--- src/rtl/tone_driver.sv ---
// tone_driver
// Turns two tone frequencies (Hz) into square waves of selectable volume
// and streams them to a CS4344-class I2S DAC as 16-bit two's-complement
// frames.
//
// Ports
//   clk         system clock (100 MHz)
//   rst         synchronous, active-high reset
//   freqL/R     requested tone frequency in Hz. Out-of-range values silence
//               the channel.
//   volume      0 = silent, 1..7 = amplitude 0x0080 << volume
//   mute        forces both samples to zero while high
//   audio_mclk  DAC master clock, clk/4
//   audio_lrck  word select, clk/1024 (0 = left half-frame)
//   audio_sck   bit clock, clk/16
//   audio_sdin  serial data, updated on sck falling edges
module tone_driver #(
    parameter int unsigned HALF_CLK = 50000000,
    parameter int unsigned MIN_HZ   = 20,
    parameter int unsigned MAX_HZ   = 20000
) (
    input  logic        clk,
    input  logic        rst,
    input  logic [31:0] freqL,
    input  logic [31:0] freqR,
    input  logic [2:0]  volume,
    input  logic        mute,
    output logic        audio_mclk,
    output logic        audio_lrck,
    output logic        audio_sck,
    output logic        audio_sdin
);

    typedef enum logic [0:0] {
        ST_IDLE = 1'b0,
        ST_DIV  = 1'b1
    } div_state_t;

    // Index 0 is the left channel, index 1 the right channel.
    logic [9:0]        cnt_r;
    logic              sdin_r;
    logic [1:0][15:0]  hold_r;
    div_state_t [1:0]  state_r;
    logic [1:0][31:0]  latched_r;
    logic [1:0][31:0]  rem_r;
    logic [1:0][31:0]  quot_r;
    logic [1:0][4:0]   iter_r;
    logic [1:0][31:0]  limit_r;
    logic [1:0]        valid_r;
    logic [1:0][31:0]  wave_cnt_r;
    logic [1:0]        phase_r;

    logic [1:0][31:0]  freq_s;
    logic [1:0]        in_range_s;
    logic [1:0][63:0]  step_s;
    logic [1:0][15:0]  sample_s;
    logic [15:0]       amp_s;
    logic [4:0]        slot_next_s;
    logic [15:0]       word_s;
    logic [3:0]        bit_idx_s;
    logic              next_bit_s;

    // One restoring-division step: returns {remainder, quotient} after
    // shifting in the next dividend bit from the top of the quotient.
    function automatic logic [63:0] div_step(input logic [31:0] rem,
                                             input logic [31:0] quot,
                                             input logic [31:0] divisor);
        logic [32:0] shifted;
        logic [32:0] diff;
        shifted = {rem, quot[31]};
        diff    = shifted - {1'b0, divisor};
        if (shifted >= {1'b0, divisor}) begin
            div_step = {diff[31:0], quot[30:0], 1'b1};
        end else begin
            div_step = {shifted[31:0], quot[30:0], 1'b0};
        end
    endfunction

    assign freq_s = {freqR, freqL};

    // Range check, next divider step and gated sample value per channel.
    always_comb begin
        amp_s      = 16'h0080 << volume;
        in_range_s = 2'b00;
        step_s     = '0;
        sample_s   = '0;
        for (int ch = 0; ch < 2; ch++) begin
            in_range_s[ch] = (freq_s[ch] >= MIN_HZ) && (freq_s[ch] <= MAX_HZ);
            step_s[ch]     = div_step(rem_r[ch], quot_r[ch], latched_r[ch]);
            if (mute || (volume == 3'd0) || !valid_r[ch] || !in_range_s[ch]) begin
                sample_s[ch] = 16'h0000;
            end else if (phase_r[ch]) begin
                sample_s[ch] = amp_s;
            end else begin
                sample_s[ch] = 16'h0000 - amp_s;
            end
        end
    end

    // Bit for the upcoming slot. The slot number is only advanced while
    // cnt[3:0] == 15, so the half-frame select cannot flip for slots 1..16.
    // For slots 1..16 the sample bit 16-slot equals (-slot) mod 16.
    always_comb begin
        slot_next_s = cnt_r[8:4] + 5'd1;
        word_s      = cnt_r[9] ? hold_r[1] : hold_r[0];
        bit_idx_s   = 4'd0 - slot_next_s[3:0];
        if ((slot_next_s >= 5'd1) && (slot_next_s <= 5'd16)) begin
            next_bit_s = word_s[bit_idx_s];
        end else begin
            next_bit_s = 1'b0;
        end
    end

    // Frame counter, frame-start sample capture and serial data register.
    always_ff @(posedge clk) begin
        if (rst) begin
            cnt_r  <= 10'd0;
            sdin_r <= 1'b0;
            hold_r <= '0;
        end else begin
            cnt_r <= cnt_r + 10'd1;
            if (cnt_r == 10'd0) begin
                hold_r <= sample_s;
            end
            if (cnt_r[3:0] == 4'hF) begin
                sdin_r <= next_bit_s;
            end
        end
    end

    // Per-channel divider FSM and square-wave generator.
    always_ff @(posedge clk) begin
        if (rst) begin
            state_r    <= {ST_IDLE, ST_IDLE};
            latched_r  <= '0;
            rem_r      <= '0;
            quot_r     <= '0;
            iter_r     <= '0;
            limit_r    <= '0;
            valid_r    <= 2'b00;
            wave_cnt_r <= '0;
            phase_r    <= 2'b00;
        end else begin
            for (int ch = 0; ch < 2; ch++) begin
                case (state_r[ch])
                    ST_IDLE: begin
                        // Clearing the latched value lets a later return to the
                        // same in-range frequency start a fresh division.
                        if (!in_range_s[ch]) begin
                            valid_r[ch]   <= 1'b0;
                            latched_r[ch] <= 32'd0;
                        end else if (freq_s[ch] != latched_r[ch]) begin
                            latched_r[ch] <= freq_s[ch];
                            rem_r[ch]     <= 32'd0;
                            quot_r[ch]    <= 32'(HALF_CLK);
                            iter_r[ch]    <= 5'd0;
                            state_r[ch]   <= ST_DIV;
                        end
                    end
                    ST_DIV: begin
                        rem_r[ch]  <= step_s[ch][63:32];
                        quot_r[ch] <= step_s[ch][31:0];
                        iter_r[ch] <= iter_r[ch] + 5'd1;
                        if (iter_r[ch] == 5'd31) begin
                            limit_r[ch] <= step_s[ch][31:0];
                            valid_r[ch] <= 1'b1;
                            state_r[ch] <= ST_IDLE;
                        end
                    end
                    default: begin
                        state_r[ch] <= ST_IDLE;
                    end
                endcase

                // The >= compare lets a shrinking limit wrap at once.
                if (!valid_r[ch]) begin
                    wave_cnt_r[ch] <= 32'd0;
                end else if (wave_cnt_r[ch] >= (limit_r[ch] - 32'd1)) begin
                    wave_cnt_r[ch] <= 32'd0;
                    phase_r[ch]    <= ~phase_r[ch];
                end else begin
                    wave_cnt_r[ch] <= wave_cnt_r[ch] + 32'd1;
                end
            end
        end
    end

    assign audio_mclk = cnt_r[1];
    assign audio_sck  = cnt_r[3];
    assign audio_lrck = cnt_r[9];
    assign audio_sdin = sdin_r;

endmodule
--- config.mk ---
export PLATFORM = sky130hd
export DESIGN_NAME = tone_driver
export DESIGN_NICKNAME = d
export VERILOG_FILES = /design/src/rtl/tone_driver.sv
export SDC_FILE = /design/constraint.sdc
export NUM_CORES = 1
export LEC_CHECK = 0
export ABC_AREA = 1
export BUFFER_PORTS_ARGS = -buffer_cell sky130_fd_sc_hd__clkbuf_2
export CORE_AREA = 2 2 213 215
export DETAILED_ROUTE_END_ITERATION = 6
export DIE_AREA = 0 0 215 217
export PLACE_DENSITY_LB_ADDON = 0.3
export SETUP_SLACK_MARGIN = 0.3
export SKIP_LAST_GASP = 1
export SLEW_MARGIN = 10
export SYNTH_ARGS = -nofsm -noshare
export SYNTH_HDL_FRONTEND = slang
export SYNTH_SLANG_ARGS = --single-unit
--- constraint.sdc ---
create_clock -name clk -period 4.11 [get_ports clk]
set_clock_uncertainty 0.15 [all_clocks]
set_input_delay 0.822 -clock clk [delete_from_list [all_inputs] [get_ports clk]]
set_output_delay 0.822 -clock clk [all_outputs]
set_load 0.03 [all_outputs]
==> out/qor.yml <==
status: "finished, final reports clean"
io_buffers: 73
die_w_um: 215
synth_edf_count: 0
synth_compound_area_share_pct: 9.27
synth_seq_cells: 365
area_delta_synth_final_pct: 9.99
synth_xor_area_share_pct: 6.26
worstHoldPathType: "flop to flop"
cap_violations: 0
r2r_setup_slack_ns: 0.60
syn_area_um2: 24200
yosys.area_share.simple_pct: 35.8
clock_sinks: 365
reg2reg_depth: 22
synth_top_family_by_area: "simple AND/OR/NAND/NOR gates"
worstHoldStart: "hold_r[7]"
reg2reg_to: "wave_cnt_r[48]"
drt_pass1_iterations: 7
path_class: "flop to flop"
fill_cells: 4455
antenna_found_initial: 6
finalInstanceArea_um2: 26600
fp-row-count: 78
r2r-start: "limit_r[32]"
routed_wl_um: 60300
multi_input_area_um2: 14400
cp_data_required_time_ns: 4.43
p_per_area_nw_per_um2: 288
grt_first_pass_wirelength_um: 101000
drc: 0
cts_made_buffers: 42
max_slew_margin_pct: 39.7
die_height_um: 217
clk_pin_slew_ns: 0.06
coreArea_um2: 44700
dp_slack_ns: 0.334
cts_buffer_depth: 3
rsz0062_at_grt: "no"
syn_nets: 4013
avgSynthCellArea_um2: 6.37
final_hold_viol_count: 0
setup_ws_ns: 0.603
fmaxAchievable_mhz: 285
place_congestion: 0.934
start_util_pct: 54.2
drv_slew: 0
min_period_ns: 3.51
ys_seq_area_share_pct: 30.2
hold_depth: 2
yosys.area_share.adder_pct: 7.50
final_nets: 4046
hold_path_end: "hold_r[7]"
grt_max_degree: 204
ir_drop_uv: 303
period_share_pct: 85.3
hpwlAfterDp_um: 44700
synth_cells: 3799
place_area_um2: 25000
worstMarginPinSlew_ns: 0.904
finalSetupTns_ns: 0
dieArea_um2: 46700
wl_per_cell_um: 13.5
arrival_ns: 3.82
grt_pass1_vias: 21200
clock_latency_ns: 0.59
vias_per_cell: 5.13
cts_tree: "done"
setup_viol: 0
seqCellArea_um2: 7310
io_pins: 74
vias: 22900
track_usage_pct: 25.5
async_reset_ff_share_pct: 0
critPathCaptureType: "flop"
drive_gt1_share_pct: 6.78
drt_iter0_markers: 1421
power_leakage_nw: 12.6
startpoint_type: "flop"
synth_mux_area_share_pct: 0
ctsHtreeMaxLevel: 2
ys_types: 49
grt_overflow: 0
root_buffer: "clkbuf_16"
yosysWarnings: 0
antenna_left: 0
ys.flop_type: "dfxtp_1"
cp_max_fo: 8
cell type report:
class	instances	share of cell area, %
Tap cell	600	2.82
Clock buffer	60	4.54
Antenna cell	4	0.0376
Multi-Input combinational cell	2759	53.9
Inverter	567	7.99
Timing Repair Buffer	97	2.45
Sequential cell	365	27.4
Clock inverter	14	0.831
stage by stage:
| stage | std cells | hold WS [ns] | power, mW | util (%) |
|---|---|---|---|---|
| after floorplan | 3799 | 0.267 | 3.76 | - |
| after global placement | 4381 | 0.278 | 3.85 | 55.9 |
| final | 4466 | 0.295 | 7.68 | 59.6 |
| after detailed placement | 4381 | 0.284 | 3.86 | 55.9 |
| after CTS | 4455 | 0.294 | 7.76 | 59.1 |
| after global routing | 4465 | 0.304 | 7.93 | 59.6 |
report_power, final:
group	leakage (nW)	internal, mW	total (mW)	switching, mW
Sequential	2.94	3.54	3.54	0.00292
Combinational	8.98	0.0741	0.235	0.160
Clock	0.703	2.36	3.90	1.54
Total	12.6	5.98	7.68	1.70
metal layers:
metal / GRT usage, % / vias to the layer above / routed length [µm]
li1: - / 12100 / -
met1: 33.6 / 10200 / 28400
met2: 42.4 / 424 / 27100
met3: 3.76 / 129 / 2700
met4: 9.66 / 4 / 2010
met5: 0 / - / 33
critical path, stage by stage, from the launching register on:
cell and delay (ns):
dfxtp_1 0.32, inv_2 0.10, ha_4 0.15, nand3_2 0.11
nor2_4 0.16, inv_1 0.09, nor2_4 0.11, nand3_2 0.09
or2_4 0.26, nor2_2 0.11, nand4_1 0.10, xor2_1 0.16
ha_1 0.27, nand2_1 0.07, nor2_2 0.11, nand4_1 0.14
nor4_2 0.27, nand2_1 0.11, nand3_2 0.13, nor2_2 0.05
nand2_4 0.13, clkbuf_16 0.18, nor2_1 0.04
cells in the final DEF, fill, tap and decap left out, types with 13 or more instances in the layout:
cell type,netlist,routed
nand2_2,12,13
dfxtp_1,365,363
nor3_1,81,81
inv_1,554,551
buf_4,4,16
inv_2,10,14
clkbuf_16,0,44
nand4_1,80,80
or2_2,13,13
nand2_1,1102,1100
ha_1,142,141
xor2_1,92,92
nand3_1,249,246
clkbuf_2,0,72
o21ai_0,110,110
a21oi_1,267,267
nor2_2,18,20
nand3b_1,54,54
nor2_1,373,368
o22ai_1,13,13
xnor2_1,81,81
how the worst max path moves through the flow:
stage | slack [ns] | to | start
after detailed placement | 0.33 | wave_cnt_r[29] | limit_r[0]
after floorplan | 0.79 | wave_cnt_r[32] | limit_r[32]
after global placement | 0.38 | wave_cnt_r[26] | limit_r[0]
after CTS | 0.33 | wave_cnt_r[29] | limit_r[0]
after global routing | 0.31 | wave_cnt_r[62] | limit_r[32]
final | 0.60 | wave_cnt_r[48] | limit_r[32]
Yosys cell counts, drive strengths merged, types with 5 or more instances:
cell type	number	area share (%)
nor3	86	1.9
nand3b	54	1.7
nand2	1117	18
nand3	253	5.3
nor4	11	0.28
or2	21	0.54
inv	564	8.7
ha	142	7.3
dfxtp	365	30
o21a	5	0.16
o21ai	112	2.4
o22ai	13	0.34
clkbuf	58	0.90
a21oi	277	5.9
nand4	81	2.1
nor2	393	6.3
buf	50	1.3
xnor2	81	2.9
o211ai	6	0.19
xor2	92	3.3
logic make-up after synthesis:
family	Yosys count
AOI/OAI and AO/OA	423
xor gates and xnor gates	173
adders and majority gates	144
buffers and inverters	675
DFF	365
and+or+nand+nor	2019
state kept, by name, summed over array words and instances, names as in the netlist:
name / count
phase_r: 2
rem_r: 64
latched_r: 64
audio_sdin: 1
cnt_r: 10
limit_r: 64
iter_r: 10
hold_r: 18
quot_r: 64
state_r: 2
valid_r: 2
wave_cnt_r: 64
repair_timing:
action	4_1_cts	5_1_grt
hold buffers	0	0
gates resized for setup	0	27
endpoints found under the setup margin	0	66
setup buffers	0	4
(Power assumes the default switching activity.)
